`config.mk`:
```
export PLATFORM = sky130hd
export DESIGN_NAME = conv_out_writeback
export DESIGN_NICKNAME = d
export VERILOG_FILES = /design/src/rtl/conv_out_writeback.sv
export SDC_FILE = /design/constraint.sdc
export NUM_CORES = 1
export LEC_CHECK = 0
export ABC_AREA = 1
export ABC_CLOCK_PERIOD_IN_PS = 12800
export BUFFER_PORTS_ARGS = -buffer_cell sky130_fd_sc_hd__clkbuf_2
export CAP_MARGIN = 5
export CORE_ASPECT_RATIO = 0.5
export CORE_UTILIZATION = 35
export CTS_BUF_LIST = sky130_fd_sc_hd__clkbuf_4 sky130_fd_sc_hd__clkbuf_8
export DETAILED_ROUTE_END_ITERATION = 6
export PLACE_DENSITY_LB_ADDON = 0.25
export SLEW_MARGIN = 20
export SYNTH_ARGS = -nofsm -noshare
export SYNTH_HDL_FRONTEND = slang
export SYNTH_SLANG_ARGS = --single-unit
```
`constraint.sdc`:
```
create_clock -name clk -period 12.8 [get_ports clk]
set_input_delay 0.64 -clock clk [delete_from_list [all_inputs] [get_ports clk]]
set_output_delay 0.64 -clock clk [all_outputs]
set_load 0.01 [all_outputs]
```
`src/rtl/conv_out_writeback.sv`:
```
// Output writeback stage: buffers PE-array psum vectors, scales/ReLUs/saturates each channel
// and streams the words into the output SRAM in planar (channel-major) order.
`timescale 1ns/1ps
module conv_out_writeback #(
  parameter int CHANNELS   = 6,
  parameter int PSUM_W     = 32,
  parameter int DATA_W     = 16,
  parameter int FRAC_SHIFT = 8,
  parameter int FIFO_DEPTH = 4,
  parameter int ADDR_W     = 16
) (
  input  logic                         clk,
  input  logic                         reset,
  input  logic                         layer_start,
  input  logic [7:0]                   out_size,
  input  logic                         relu_en,
  input  logic                         psum_valid,
  input  logic [CHANNELS*PSUM_W-1:0]   psum_data,
  output logic                         psum_ready,
  output logic                         enable_out_sram,
  output logic [ADDR_W-1:0]            address_out,
  output logic [DATA_W-1:0]            data_out,
  output logic                         layer_done,
  output logic                         busy
);

  localparam int CH_W  = (CHANNELS > 1) ? $clog2(CHANNELS) : 1;
  localparam int PTR_W = (FIFO_DEPTH > 1) ? $clog2(FIFO_DEPTH) : 1;
  localparam int CNT_W = $clog2(FIFO_DEPTH + 1);
  localparam logic [CH_W-1:0]  LAST_CH = CH_W'(CHANNELS - 1);
  localparam logic [CNT_W-1:0] FULL_CNT = CNT_W'(FIFO_DEPTH);
  localparam logic signed [PSUM_W-1:0] SAT_MAX =
    {{(PSUM_W-DATA_W+1){1'b0}}, {(DATA_W-1){1'b1}}};
  localparam logic signed [PSUM_W-1:0] SAT_MIN = ~SAT_MAX;

  typedef enum logic [1:0] {IDLE, WRITE, DONE} state_t;

  function automatic logic signed [DATA_W-1:0] scale_sat(
    input logic signed [PSUM_W-1:0] p,
    input logic                     relu
  );
    logic signed [PSUM_W-1:0] t;
    t = p >>> FRAC_SHIFT;
    if (relu && t[PSUM_W-1]) t = '0;
    if (t > SAT_MAX)      t = SAT_MAX;
    else if (t < SAT_MIN) t = SAT_MIN;
    return t[DATA_W-1:0];
  endfunction

  state_t state, state_n;
  logic [CH_W-1:0]   ch, ch_n;
  logic [15:0]       pix, pix_n;
  logic [ADDR_W-1:0] base, base_n;
  logic [15:0]       plane;
  logic              relu_q;

  logic [CHANNELS*PSUM_W-1:0] mem [FIFO_DEPTH];
  logic [PTR_W-1:0] wr_ptr, rd_ptr;
  logic [CNT_W-1:0] count, count_n;
  logic             push, pop, emit, done_n, last_pix;

  logic [CHANNELS*PSUM_W-1:0] head;
  logic signed [PSUM_W-1:0]   head_psum;

  assign push      = psum_valid && psum_ready;
  assign head      = mem[rd_ptr];
  assign head_psum = $signed(head[int'(ch)*PSUM_W +: PSUM_W]);
  assign count_n   = count + CNT_W'(push) - CNT_W'(pop);
  // plane==0 makes every pixel the last one of its layer
  assign last_pix  = ({1'b0, pix} + 17'd1) >= {1'b0, plane};
  assign busy      = (count != '0) || (state != IDLE);

  // Next-state / emit decode
  always_comb begin
    state_n = state;
    ch_n    = ch;
    pix_n   = pix;
    base_n  = base;
    emit    = 1'b0;
    pop     = 1'b0;
    done_n  = 1'b0;
    case (state)
      IDLE: begin
        if (count != '0) begin
          emit    = 1'b1;
          ch_n    = CH_W'(1);
          base_n  = base + ADDR_W'(plane);
          state_n = WRITE;
        end
      end
      WRITE: begin
        emit = 1'b1;
        if (ch == LAST_CH) begin
          pop    = 1'b1;
          ch_n   = '0;
          base_n = '0;
          pix_n  = pix + 16'd1;
          if (last_pix)                 state_n = DONE;
          else if (count > CNT_W'(1))   state_n = WRITE;
          else                          state_n = IDLE;
        end else begin
          ch_n   = ch + CH_W'(1);
          base_n = base + ADDR_W'(plane);
        end
      end
      DONE: begin
        done_n  = 1'b1;
        pix_n   = '0;
        state_n = IDLE;
      end
      default: state_n = IDLE;
    endcase
  end

  // Stage boundary: FIFO storage
  always_ff @(posedge clk) begin
    if (push && reset && !layer_start) mem[wr_ptr] <= psum_data;
  end

  // Stage boundary: control state and registered SRAM write port
  always_ff @(posedge clk) begin
    if (!reset) begin
      state           <= IDLE;
      ch              <= '0;
      pix             <= '0;
      base            <= '0;
      wr_ptr          <= '0;
      rd_ptr          <= '0;
      count           <= '0;
      plane           <= '0;
      relu_q          <= 1'b0;
      psum_ready      <= 1'b0;
      enable_out_sram <= 1'b0;
      address_out     <= '0;
      data_out        <= '0;
      layer_done      <= 1'b0;
    end else if (layer_start) begin
      state           <= IDLE;
      ch              <= '0;
      pix             <= '0;
      base            <= '0;
      wr_ptr          <= '0;
      rd_ptr          <= '0;
      count           <= '0;
      plane           <= {8'd0, out_size} * {8'd0, out_size};
      relu_q          <= relu_en;
      psum_ready      <= 1'b1;
      enable_out_sram <= 1'b0;
      layer_done      <= 1'b0;
    end else begin
      state           <= state_n;
      ch              <= ch_n;
      pix             <= pix_n;
      base            <= base_n;
      wr_ptr          <= wr_ptr + PTR_W'(push);
      rd_ptr          <= rd_ptr + PTR_W'(pop);
      count           <= count_n;
      psum_ready      <= (count_n != FULL_CNT);
      enable_out_sram <= emit;
      layer_done      <= done_n;
      if (emit) begin
        address_out <= base + ADDR_W'(pix);
        data_out    <= scale_sat(head_psum, relu_q);
      end
    end
  end

endmodule

```
======== Word-level counts from Yosys, hierarchy flattened ========
Memories as Yosys holds them, arrays and structs flattened. A register that Yosys moved wholly into a read port is not among the register bits.
Index checks and enable logic that the tools add are counted.
operators by class
  $add $sub $neg .......................... 9
  multiply operators ...................... 1
  order comparisons ....................... 4
  equality and inequality tests ........... 6
  shifts and indexed selects .............. 1
  muxes and demuxes ....................... 28
  bitwise logic cells ..................... 2
  reduce and logical (&&, ||, !) cells .... 16
operators with widths
  operator               number
  $shiftx 192x9->32      1
  $mux 32                4
  $mux 16                5
  $pmux 16 s2            2
  $add 16x16->16         2
  $gt 32x16->1 const B   1
  $lt 32x16->1 const B   1
  $add 16x1->17 const B  1
  $ge 17x16->1           1
  $add 16x1->16 const B  1
  $mul 8x8->16           1
  $mux 1                 8
  $mux 2                 4
  $reduce_and 2->1       4
  $mux 3                 2
  $pmux 3 s2             1
  $reduce_bool 2->1      3
  $add 2x1->2            2
  $logic_and 1x1->1      4
  $ne 2x2->1 const B     2
  $pmux 2 s2             1
  $add 3x1->3            1
  $add 3x1->3 const B    1
  $eq 3x3->1 const B     1
  12 further kinds       13
storage, ports and cells
  register bits ........................... 96
  RAM bits ................................ 768
  bits of input ports ..................... 205
  output and inout bits ................... 36
  word-level logic and storage cells ...... 82
  memories kept ........................... 1
memory list
  name  words  width  read ports  clocked after memory_dff  write ports  RTL line  source
  mem   4      192    1           1                         1            57        logic [CHANNELS*PSUM_W-1:0] mem [FIFO_DEPTH];

======== Depth between registers and ports, before layout ========
  depth after elaboration ................. 9
  gate-level depth with buffers ........... 22
  depth with buffers taken out ............ 21

======== Worst setup path after synthesis ========
No wires, ideal clock.
  path type ............................... in2reg
  start ................................... in reset
  end ..................................... mem mem[0][104] (netlist name), enable pin
  setup time .............................. 0.825 ns
  arrival ................................. 11.133 ns
  required time ........................... 11.975 ns
  setup slack ............................. 0.842 ns
  stages .................................. 5
  buffers on the path ..................... 1
  path through ............................ buf_2 -> clkinv_1 -> nor2_1 -> nand2_1 -> nor3_1
on the way
  word-level cells in the longest chain between the ends .. 4
RTL lines
  element                         RTL line  source
  from (decl)                     13        input logic reset,
  $logic_and 1x1->1 (2 in a row)  117       if (push && reset && !layer_start) mem[wr_ptr] <= psum_data;
  $mux 1                          117
  $mux 1 (implied by the code)    117
  to (decl)                       57
Every way passes these cells.

======== Worst setup path in the final report ========
  start ................................... in out_size[6]
  end ..................................... reg plane[13]
on the way
  word-level cells in the longest chain between the ends .. 1
RTL lines
  element               RTL line  source
  from (decl)           15        input logic [7:0] out_size,
  $mul 8x8->16          145       plane <= {8'd0, out_size} * {8'd0, out_size};
  to (signal assigned)  145
  to (decl)             54        logic [15:0] plane;
Every way passes these cells.
A chain may end at the register's enable or synchronous reset.

==> reports/metrics.yaml <==
cts:
  hold_buffers: 0
  cts_sinks: 671
  clockRootBuffer: "clkbuf_8"
  clk_latency_ps: 740
  cts_tree: "built"
  post_cts_buffers: 0
  numCtsBuffers: 101
  cts.path.max_buffers: 3
  cts.repair.resized: 0
  htree_levels: 3
  clkTransAtPathRegs_ps: 70
floorplanning:
  rows: 75
  initial_utilization: 0.356
  die_y_um: 209
  die_area_mm2: 0.0871
  pin_count: 241
  coreArea_mm2: 0.0844
  fp.dieW_um: 416
sta:
  setup_slack_ps: 8790
  hold_viol_final: 0
  rsz0062_at_grt: "false"
  worst_pin_slew_ps: 1080
  slew_viol_final: 0
  skew_ps: 48.7
  setup_viol: 0
  relSlewSlack: 0.283
  min_period_ps: 4010
  fmax_ghz: 0.249
  period_share: 0.313
  setup_tns_ps: 0
  whs_ps: 119
place:
  place.gp.congestion: 0.816
  dp_hpwl_mm: 45.6
  placement.io_buffers: 192
  pre_cts_ws_ps: 8080
layout:
  multi_input_area_mm2: 0.00932
  drive_above_1_share: 0.136
  fin_nets: 3242
  fillers: 8127
  ff_latch_area_mm2: 0.0192
  syn2layout_area_growth_pct: 13.0
  utilization: 0.402
yosys:
  synthesis.area_mm2: 0.0300
  async_flop_share: 0
  ys_seq_area_frac: 0.639
  synth.avg_cell_area_um2: 10.9
  synth_cell_types: 47
  synth_warnings: 0
  ys.flop_type: "edfxtp_1"
  synth.area.top_cells: "edfxtp_1 (58%), nand2_1 (9.0%), dfxtp_1 (6.3%), ha_1 (3.2%), nand3_1 (3.2%)"
  synth_top_cell_area_share: 0.576
  synth_edf_count: 576
  netlist_instances: 2754
  synth_top_cell_by_area: "edfxtp_1"
  synth_seq_cells: 671
critical_path:
  worstPathRequired_ps: 13360
  cp-end-kind: "flip-flop"
  r2r_slack_ps: 8810
  cp-endpoint: "plane[13]"
  r2r_start: "rd_ptr[1]"
  cp.arrival_ps: 4570
  path_max_fanout: 8
  worstRegToRegCells: 13
  startpoint: "out_size[6]"
  r2r_end: "data_out[14]"
  crit_type: "in2reg"
  cp-start-kind: "input pin"
power:
  total_power_uw: 4530
  ir_worst_vdd_mv: 0.0683
  powerDensity_mw_per_mm2: 134
  leakage_uw: 0.0132
grt:
  grt_pass1_vias: 19600
  grt_first_pass_wirelength_mm: 117
  grt_use_total: 0.176
  gr-total-overflow: 0
  grt_max_degree: 183
  antenna_found_initial: 19
drt:
  ant_nets: 0
  wl_per_cell_um: 18.6
  drc: 0
  vias_per_cell: 4.94
  dr.pass1.iters: 5
  via_count: 20500
  routed_wl_mm: 77.1
  drt_iter0_markers: 1337
status:
  outcome: "finished, final reports clean"
hold_path:
  hold_path.class: "in2reg"
flow_run:
  max_cap_violations: 0
## cells by family (layout without fill, tap and decap cells)
family                   after synthesis  count (layout)  share of synthesized area
AO/OA/AOI/OAI                        488             488                     0.0994
XOR/XNOR                              35              35                     0.0102
adder cells (fa/ha/maj)              105             105                     0.0505
buffers and inverters                357             617                     0.0518
flip-flops                           671             671                      0.639
other                                  1              12                   0.000125
AND/OR/NAND/NOR                     1097            1097                      0.149
## layout by cell type (no fill, tap or decap), drive strengths merged, types with 22 or more instances in the layout
cell type,n
nand2,719
edfxtp,576
clkbuf,338
inv,221
a21oi,192
nand3,190
nor2,143
o21ai,130
dfxtp,95
ha,78
clkinv,36
a32o,33
fa,27
o22ai,26
a22oi,24
xor2,22
## registers in the layout (all words and copies together) (netlist names), 2 cells and up
name         flops
base            16
wr_ptr           2
plane           15
pix             16
count            3
mem            576
data_out        16
address_out     16
rd_ptr           2
state            2
ch               3
## worst max-delay path, cell delays in order
cell	delay, ps
clkbuf_2	200
nand2_1	140
inv_1	100
fa_1	450
fa_1	550
inv_1	60
fa_1	500
fa_1	540
inv_1	40
ha_1	340
a21o_1	140
inv_1	50
o21ai_0	240
a21oi_1	100
nor3_1	190
o21ai_0	100
nand3_1	90
o21ai_0	80
## stage by stage
| step | instance area, um^2 | std cells |
|---|---|---|
| global route | 33900 | 4140 |
| global placement | 31900 | 3945 |
| finish | 33900 | 4141 |
| detailed placement | 31900 | 3945 |
| floorplan | 30000 | 2755 |
| CTS | 33900 | 4131 |
## worst min path at each step
stage	start	end	slack (ps)	cells after the start
after floorplan	state[0]	layer_done	440	1
after global placement	address_out[11]	address_out[11]	460	2
after detailed placement	address_out[3]	address_out[3]	460	2
after CTS	psum_data[95]	mem[3][95]	50	1
after global routing	psum_data[63]	mem[3][63]	70	1
final	psum_data[95]	mem[3][95]	120	1
## power breakdown
part	internal, uW	switching [uW]	total (uW)	leakage, uW
clock	898	846	1740	0.00106
sequential	2400	17.9	2420	0.00596
combinational	138	231	370	0.00615
total	3440	1100	4530	0.0132
## Yosys cell counts (6+ instances only)
master,number
a21boi_0,8
nor3_1,16
nor2_1,139
a21oi_2,9
edfxtp_1,576
buf_4,18
xnor2_1,13
o221ai_1,8
a32oi_1,6
inv_1,211
buf_6,9
nand4_1,17
o22ai_1,26
o211ai_1,9
nand3_1,190
buf_2,65
fa_1,27
xor2_1,22
a22oi_1,24
o21a_1,20
ha_1,78
a21oi_1,182
nand2_1,717
clkbuf_1,41
or2_2,6
a32o_1,33
o21ai_1,8
a22o_1,6
inv_2,6
dfxtp_1,95
o21ai_0,122
o21bai_1,14
## final cells by class
class,instances,area share
multi-input cells,1727,0.275
clock buffers,146,0.0511
inverters,219,0.0246
flip-flops and latches,671,0.566
clock inverters,40,0.00723
well taps,1116,0.0412
repair buffers,212,0.0346
diodes,10,0.000737
## routing by layer
layer | share of wire | track usage | routed length (um) | vias to the layer above
met5 | 0.0010 | 0 | 77 | -
met1 | 0.43 | 0.225 | 33200 | 9881
li1 | - | - | - | 10000
met4 | 0.029 | 0.0682 | 2240 | 16
met2 | 0.49 | 0.291 | 37800 | 428
met3 | 0.050 | 0.0380 | 3850 | 144
No activity file was read; power rests on OpenSTA's default activity.
